--- src/rtl/fifo_flag_pkg.sv ---
// Shared types and helpers for the FIFO status flag generator.
// Level FSM encoding and saturating threshold arithmetic.
package fifo_flag_pkg;

   typedef enum logic [2:0] {
      S_EMPTY = 3'd0,
      S_LOW   = 3'd1,
      S_MID   = 3'd2,
      S_HIGH  = 3'd3,
      S_FULL  = 3'd4
   } lvl_st_e;

   function automatic int ptr_w(input int depth);
      return $clog2(depth) + 1;
   endfunction

   function automatic int sat_add(input int a, input int b, input int lim);
      return (a + b > lim) ? lim : a + b;
   endfunction

   function automatic int sat_sub(input int a, input int b);
      return (a < b) ? 0 : a - b;
   endfunction

endpackage

--- src/rtl/fifo_flag_hyst_cmp.sv ---
// Threshold comparator with separate set/clear levels and a held flag.
// HI_SIDE=0: set when val<=set, clear when val>clr. HI_SIDE=1: set val>=set, clear val<clr.
module flag_hyst_cmp #(
   parameter int W       = 5,
   parameter bit HI_SIDE = 1'b0,
   parameter bit RST_VAL = 1'b0
) (
   input  logic         clk,
   input  logic         rst,
   input  logic [W-1:0] val_i,
   input  logic [W-1:0] set_lvl_i,
   input  logic [W-1:0] clr_lvl_i,
   output logic         flag_o
);

   logic flag_q, flag_d;
   logic set_hit, clr_hit;

   // set has priority; otherwise clear, otherwise hold
   always_comb begin
      flag_d  = flag_q;
      set_hit = 1'b0;
      clr_hit = 1'b0;
      if (HI_SIDE) begin
         set_hit = val_i >= set_lvl_i;
         clr_hit = val_i < clr_lvl_i;
      end else begin
         set_hit = val_i <= set_lvl_i;
         clr_hit = val_i > clr_lvl_i;
      end
      if (set_hit)
         flag_d = 1'b1;
      else if (clr_hit)
         flag_d = 1'b0;
   end

   // flag register
   always_ff @(posedge clk or posedge rst) begin
      if (rst)
         flag_q <= RST_VAL;
      else
         flag_q <= flag_d;
   end

   assign flag_o = flag_q;

endmodule

--- src/rtl/fifo_flag_ctrl.sv ---
// Registered FIFO status generator: level, five flags, sticky errors.
// Optional peak-level watermark enabled by defining FLAG_WATERMARK_EN.
module fifo_flag_ctrl
   import fifo_flag_pkg::*;
#(
   parameter int RAM_DEPTH = 8,
   parameter int AE_LVL    = 2,
   parameter int AF_LVL    = 2,
   parameter int HYST      = 1,
   localparam int PW       = $clog2(RAM_DEPTH) + 1
) (
   input  logic          clk,
   input  logic          rst,
   input  logic [PW-1:0] wr_ptr,
   input  logic [PW-1:0] rd_ptr,
   input  logic          wr_req,
   input  logic          rd_req,
   input  logic          cfg_load,
   input  logic [PW-1:0] cfg_ae_lvl,
   input  logic [PW-1:0] cfg_af_lvl,
   input  logic          err_clr,
   input  logic          wm_clr,
   output logic [PW-1:0] level,
   output logic          empty,
   output logic          almost_empty,
   output logic          half_full,
   output logic          almost_full,
   output logic          full,
   output logic          overflow,
   output logic          underflow,
   output logic          ptr_err,
   output logic [PW-1:0] peak_level
);

   localparam int TW = PW + 1;
   localparam logic [PW-1:0] DEPTH_P = PW'(RAM_DEPTH);
   localparam logic [PW-1:0] HALF_P  = PW'(RAM_DEPTH / 2);

   lvl_st_e       st_q, st_d;
   logic [PW-1:0] occ, lvl_d, lvl_q;
   logic          bad;
   logic [TW-1:0] occ_s;
   logic [PW-1:0] ae_thr_q, ae_thr_d, af_thr_q, af_thr_d;
   logic [TW-1:0] ae_set, ae_clr, af_set, af_clr;
   logic          ovf_q, ovf_d, udf_q, udf_d, perr_q, perr_d;

   // occupancy, saturated at the depth when the pointers are inconsistent
   always_comb begin
      occ   = wr_ptr - rd_ptr;
      bad   = occ > DEPTH_P;
      lvl_d = bad ? DEPTH_P : occ;
      occ_s = {1'b0, lvl_d};
   end

   // level FSM next state; holds while the pointers are inconsistent
   always_comb begin
      st_d = st_q;
      if (!bad) begin
         unique case (1'b1)
            (occ == '0):                          st_d = S_EMPTY;
            (occ != '0 && occ < HALF_P):          st_d = S_LOW;
            (occ >= HALF_P && occ < DEPTH_P - 1): st_d = S_MID;
            (occ == DEPTH_P - 1):                 st_d = S_HIGH;
            (occ == DEPTH_P):                     st_d = S_FULL;
            default:                              st_d = st_q;
         endcase
      end
   end

   // runtime thresholds, clamped to the depth on load
   always_comb begin
      ae_thr_d = ae_thr_q;
      af_thr_d = af_thr_q;
      if (cfg_load) begin
         ae_thr_d = (cfg_ae_lvl > DEPTH_P) ? DEPTH_P : cfg_ae_lvl;
         af_thr_d = (cfg_af_lvl > DEPTH_P) ? DEPTH_P : cfg_af_lvl;
      end
   end

   // saturating set/clear levels for the hysteresis comparators
   always_comb begin
      ae_set = {1'b0, ae_thr_q};
      ae_clr = TW'(sat_add(int'(ae_thr_q), HYST, RAM_DEPTH));
      af_set = TW'(sat_sub(RAM_DEPTH, int'(af_thr_q)));
      af_clr = TW'(sat_sub(int'(af_set), HYST));
   end

   // sticky error bits; a new event beats err_clr
   always_comb begin
      ovf_d  = (wr_req && full)  || (ovf_q  && !err_clr);
      udf_d  = (rd_req && empty) || (udf_q  && !err_clr);
      perr_d = bad               || (perr_q && !err_clr);
   end

   // state, level, thresholds and error registers
   always_ff @(posedge clk or posedge rst) begin
      if (rst) begin
         st_q     <= S_EMPTY;
         lvl_q    <= '0;
         ae_thr_q <= PW'(AE_LVL);
         af_thr_q <= PW'(AF_LVL);
         ovf_q    <= 1'b0;
         udf_q    <= 1'b0;
         perr_q   <= 1'b0;
      end else begin
         st_q     <= st_d;
         lvl_q    <= lvl_d;
         ae_thr_q <= ae_thr_d;
         af_thr_q <= af_thr_d;
         ovf_q    <= ovf_d;
         udf_q    <= udf_d;
         perr_q   <= perr_d;
      end
   end

   flag_hyst_cmp #(.W(TW), .HI_SIDE(1'b0), .RST_VAL(1'b1)) u_ae (
      .clk       (clk),
      .rst       (rst),
      .val_i     (occ_s),
      .set_lvl_i (ae_set),
      .clr_lvl_i (ae_clr),
      .flag_o    (almost_empty)
   );

   flag_hyst_cmp #(.W(TW), .HI_SIDE(1'b1), .RST_VAL(1'b0)) u_af (
      .clk       (clk),
      .rst       (rst),
      .val_i     (occ_s),
      .set_lvl_i (af_set),
      .clr_lvl_i (af_clr),
      .flag_o    (almost_full)
   );

   assign level     = lvl_q;
   assign empty     = (st_q == S_EMPTY);
   assign full      = (st_q == S_FULL);
   assign half_full = (st_q == S_MID) || (st_q == S_HIGH) || (st_q == S_FULL);
   assign overflow  = ovf_q;
   assign underflow = udf_q;
   assign ptr_err   = perr_q;

`ifdef FLAG_WATERMARK_EN
   logic [PW-1:0] peak_q, peak_d;

   // track the highest level; wm_clr restarts from the incoming level
   always_comb begin
      peak_d = peak_q;
      if (wm_clr)
         peak_d = lvl_d;
      else if (lvl_d > peak_q)
         peak_d = lvl_d;
   end

   // peak register
   always_ff @(posedge clk or posedge rst) begin
      if (rst)
         peak_q <= '0;
      else
         peak_q <= peak_d;
   end

   assign peak_level = peak_q;
`else
   logic unused_wm;
   assign unused_wm  = wm_clr;
   assign peak_level = '0;
`endif

endmodule

--- config.mk ---
export PLATFORM = sky130hd
export DESIGN_NAME = fifo_flag_ctrl
export DESIGN_NICKNAME = d
export VERILOG_FILES = /design/src/rtl/fifo_flag_pkg.sv /design/src/rtl/fifo_flag_hyst_cmp.sv /design/src/rtl/fifo_flag_ctrl.sv
export SDC_FILE = /design/constraint.sdc
export NUM_CORES = 1
export LEC_CHECK = 0
export CORE_UTILIZATION = 40
export DETAILED_ROUTE_END_ITERATION = 10
export MAX_ROUTING_LAYER = met4
export PLACE_DENSITY_LB_ADDON = 0.25
export SETUP_SLACK_MARGIN = 0.4
export SYNTH_ARGS = -nofsm -noshare
export SYNTH_HDL_FRONTEND = slang
export SYNTH_SLANG_ARGS = --single-unit
--- constraint.sdc ---
create_clock -name clk -period 4.7 [get_ports clk]
set_input_delay 1.175 -clock clk [delete_from_list [all_inputs] [get_ports clk]]
set_output_delay 1.175 -clock clk [all_outputs]
set_load 0.02 [all_outputs]
==> flow_summary_export.csv <==
group,metric,value,unit
timing,fmax,0.2624,GHz
setup_path,crit_buf_inv,4,
clock_network,postCtsSetupBuffers,0,
synthesis,async_flop_share,100.0,%
clock_network,cts_resized,0,
outcome,status,"finished clean",
timing,hold_violations,0,
timing,rsz0062_at_grt,"no",
route,vias_per_cell,4.992,
setup_path,required,4.90,ns
layout,drive_above_1_share,7.843,%
power,leakagePower,0.0008498,uW
setup_path,crit_chain,"clkdlybuf4s50_1 > inv_1 > ha_1 > a21oi_1 > nand2_1 > xor2_2 > inv_2 > nor2_1 > buf_4 > ha_1 > a21oi_1 > o21ai_0 > o31ai_1 > or2_1 > o21ai_1",
layout,fillers,325,
layout,syn_to_final_growth,27.74,%
placed_design,gp_congestion,0.8293,
setup_path,crit_slowest_cell,"clkdlybuf4s50_1",
die,io_pins,39,
timing,hold_ws,0.5418,ns
synthesis,yosysWarnings,0,
global_routing,track_usage,17.11,%
clock_network,clkSinkCount,20,
die,fp-row-count,21,
timing,skew,0.009446,ns
synthesis,ys_ff_latch,20,
synthesis,synth_cell_type_count,36,
setup_path,crit_family,"buffers and inverters",
setup_path,max_stage_delay,0.45,ns
global_routing,grt_pass1_wl,5.126,mm
setup_path,criticalPathCategory,"in -> reg",
die,fp.dieArea,0.003899,sq mm
setup_path,crit_path_end_kind,"register",
setup_path,cp_max_fo,10,
clock_network,cts_buffers,3,
synthesis,syn_area_per_cell,8.647,sq um
timing,maxSlewHeadroom,49.22,%
synthesis,syn_area,0.001461,sq mm
timing,period_needed,3.812,ns
synthesis,yosysMostFrequentCell,"inv_1",
clock_network,hold_buffers,0,
hold_path,hold_path.class,"reg -> reg",
placed_design,port_buffers,33,
die,core,0.003416,sq mm
synthesis,synth_top_area_share,29.11,%
global_routing,grt_pass1_vias,1220,
clock_network,clk_pin_slew_worst_paths,0.12,ns
route,dr.first_iter.drc_count,46,
layout,regArea,504.2,sq um
route,drtAntennaViolNets,0,
timing,setup_tns,0,ns
route,vias,1248,
route,wl_per_cell,11.87,microns
clock_network,clock_latency,0.30,ns
synthesis,synth_common_cells,"inv_1 (21), ha_1 (20), nand2_1 (20), dfrtp_1 (17), o21ai_0 (13)",
layout,nNetsFinal,249,
die,start_util,42.78,%
synthesis,syn-instance-count,169,
global_routing,grt_max_degree,21,
flow_run,max-cap-violations,0,
clock_network,cts.path.max_buffers,2,
synthesis,synth_edf_count,0,
placed_design,hpwl,2.456,mm
synthesis,synth_ff_type,"dfrtp_1",
timing,setup_viol,0,
timing,fin_crit_sh,81.10,%
route,routed_wl,2.967,mm
layout,multi_input_area,848.3,sq um
timing,slew_violations,0,
setup_path,worstPathArrival,4.02,ns
setup_path,worstSetupStartpointType,"input port",
die,die_w,62.45,microns
clock_network,cts_root_buffer,"clkbuf_4",
global_routing,antenna_found_initial,0,
route,drc,0,
route,dr.pass1.iters,4,
synthesis,synth_top_cell_by_area,"dfrtp_1",
clock_network,cts_max_level,1,
synthesis,seq_area_frac_synth,34.50,%
global_routing,grt_overflow_total,0,
layout,num_antenna_cells,0,
clock_network,cts_tree,"yes",
power,ir_drop,0.1778,mV
synthesis,yosys-top-cells-area,"dfrtp_1 (29%), ha_1 (17%), dfstp_2 (5.4%)",
power,p_per_area,361.2,mW/mm^2
timing,worst_pin_slew,0.7609,ns
die,die_h,62.45,microns
## stage by stage
step	utilization [%]	area, sq um	setup WS (ns)	instances	power (uW)
finish	54.65	1867	0.8884	250	674.2
global route	54.65	1867	0.6076	250	728.8
CTS	54.65	1867	0.8567	250	678.5
detailed placement	53.59	1831	0.5338	246	578.6
global placement	53.59	1831	0.6549	246	560.0
floorplan	-	1473	1.274	172	453.6
## flip-flops by register name, indices dropped and copies added (netlist names)
name,cells
u_af.flag_o,1
u_ae.flag_o,1
ptr_err,1
af_thr_q,4
st_q,3
level,4
overflow,1
ae_thr_q,4
underflow,1
## logic make-up after synthesis
group | after synthesis | share of synthesized area (%)
AO/OA/AOI/OAI | 40 | 16.35
XOR/XNOR | 6 | 4.623
adder cells (fa/ha/maj) | 21 | 18.49
buffers and inverters | 28 | 8.220
flip-flops | 20 | 34.50
multiplexers | 1 | 0.7705
other | 1 | 0.2566
AND/OR/NAND/NOR | 52 | 16.78
## power breakdown
| group | switching [uW] | internal, uW |
|---|---|---|
| Combinational | 177 | 160 |
| Clock | 53.4 | 47.3 |
| Sequential | 25.5 | 211 |
## worst paths after layout
path | startpoint | endpoint | slack (ns) | depth (start not counted)
worst max register to register | af_thr_q[1]$_DFFE_PP1P_ | u_af.flag_o$_DFFE_PP0P_ | 2.02 | 10
min in group asynchronous | rst | af_thr_q[2]$_DFFE_PP0P_ | 1.29 | 2
worst max-delay path | rd_ptr[2] | u_af.flag_o$_DFFE_PP0P_ | 0.89 | 15
worst min-delay path | st_q[2]$_DFFE_PP0P_ | st_q[2]$_DFFE_PP0P_ | 0.54 | 2
max in group asynchronous | rst | st_q[1]$_DFFE_PP0P_ | 2.93 | 2
worst min register to register | st_q[2]$_DFFE_PP0P_ | st_q[2]$_DFFE_PP0P_ | 0.54 | 2
## worst reg2reg max path, delay by kind of cell (launching register included)
| kind | cells | cell delay [ns] |
|---|---|---|
| AO/OA/AOI/OAI | 5 | 0.69 |
| adder cells (fa/ha/maj) | 2 | 0.56 |
| buffers and inverters | 1 | 0.09 |
| flip-flops | 1 | 0.58 |
| AND/OR/NAND/NOR | 2 | 0.66 |
## layout by cell type (no fill, tap or decap), types with 2 or more instances in the layout
cell type        netlist  final
o22ai_1                7      7
a21oi_1                9      9
nor2b_1                4      4
xnor2_1                4      4
a31oi_1                2      2
ha_1                  20     20
o21ai_0               13     13
clkdlybuf4s50_1        0     33
and2_2                 2      2
a21o_1                 3      3
dfrtp_1               17     17
nand3_1                4      4
inv_1                 21     21
nor3_1                 6      6
clkbuf_4               0      3
nand2_1               20     20
nor2_1                 9      9
conb_1                 1      4
dfstp_2                3      3
xor2_2                 2      2
## layer usage
metal | vias to the layer above | part of all wire [%] | global-route usage, %
met5 | - | 0 | -
li1 | 638 | - | -
met2 | 29 | 49 | 30.84
met1 | 576 | 46 | 19.26
met4 | 0 | 1.7 | 6.977
met3 | 5 | 3.0 | 1.642
## layout make-up
type                    count  area share, %
flip-flops and latches     20          27.01
multi-input cells         124          45.44
inverters                  22          4.424
repair buffers             34          18.10
well taps                  46          3.083
clock buffers               4          1.944
Note: power is estimated with default switching activity, not from simulation.
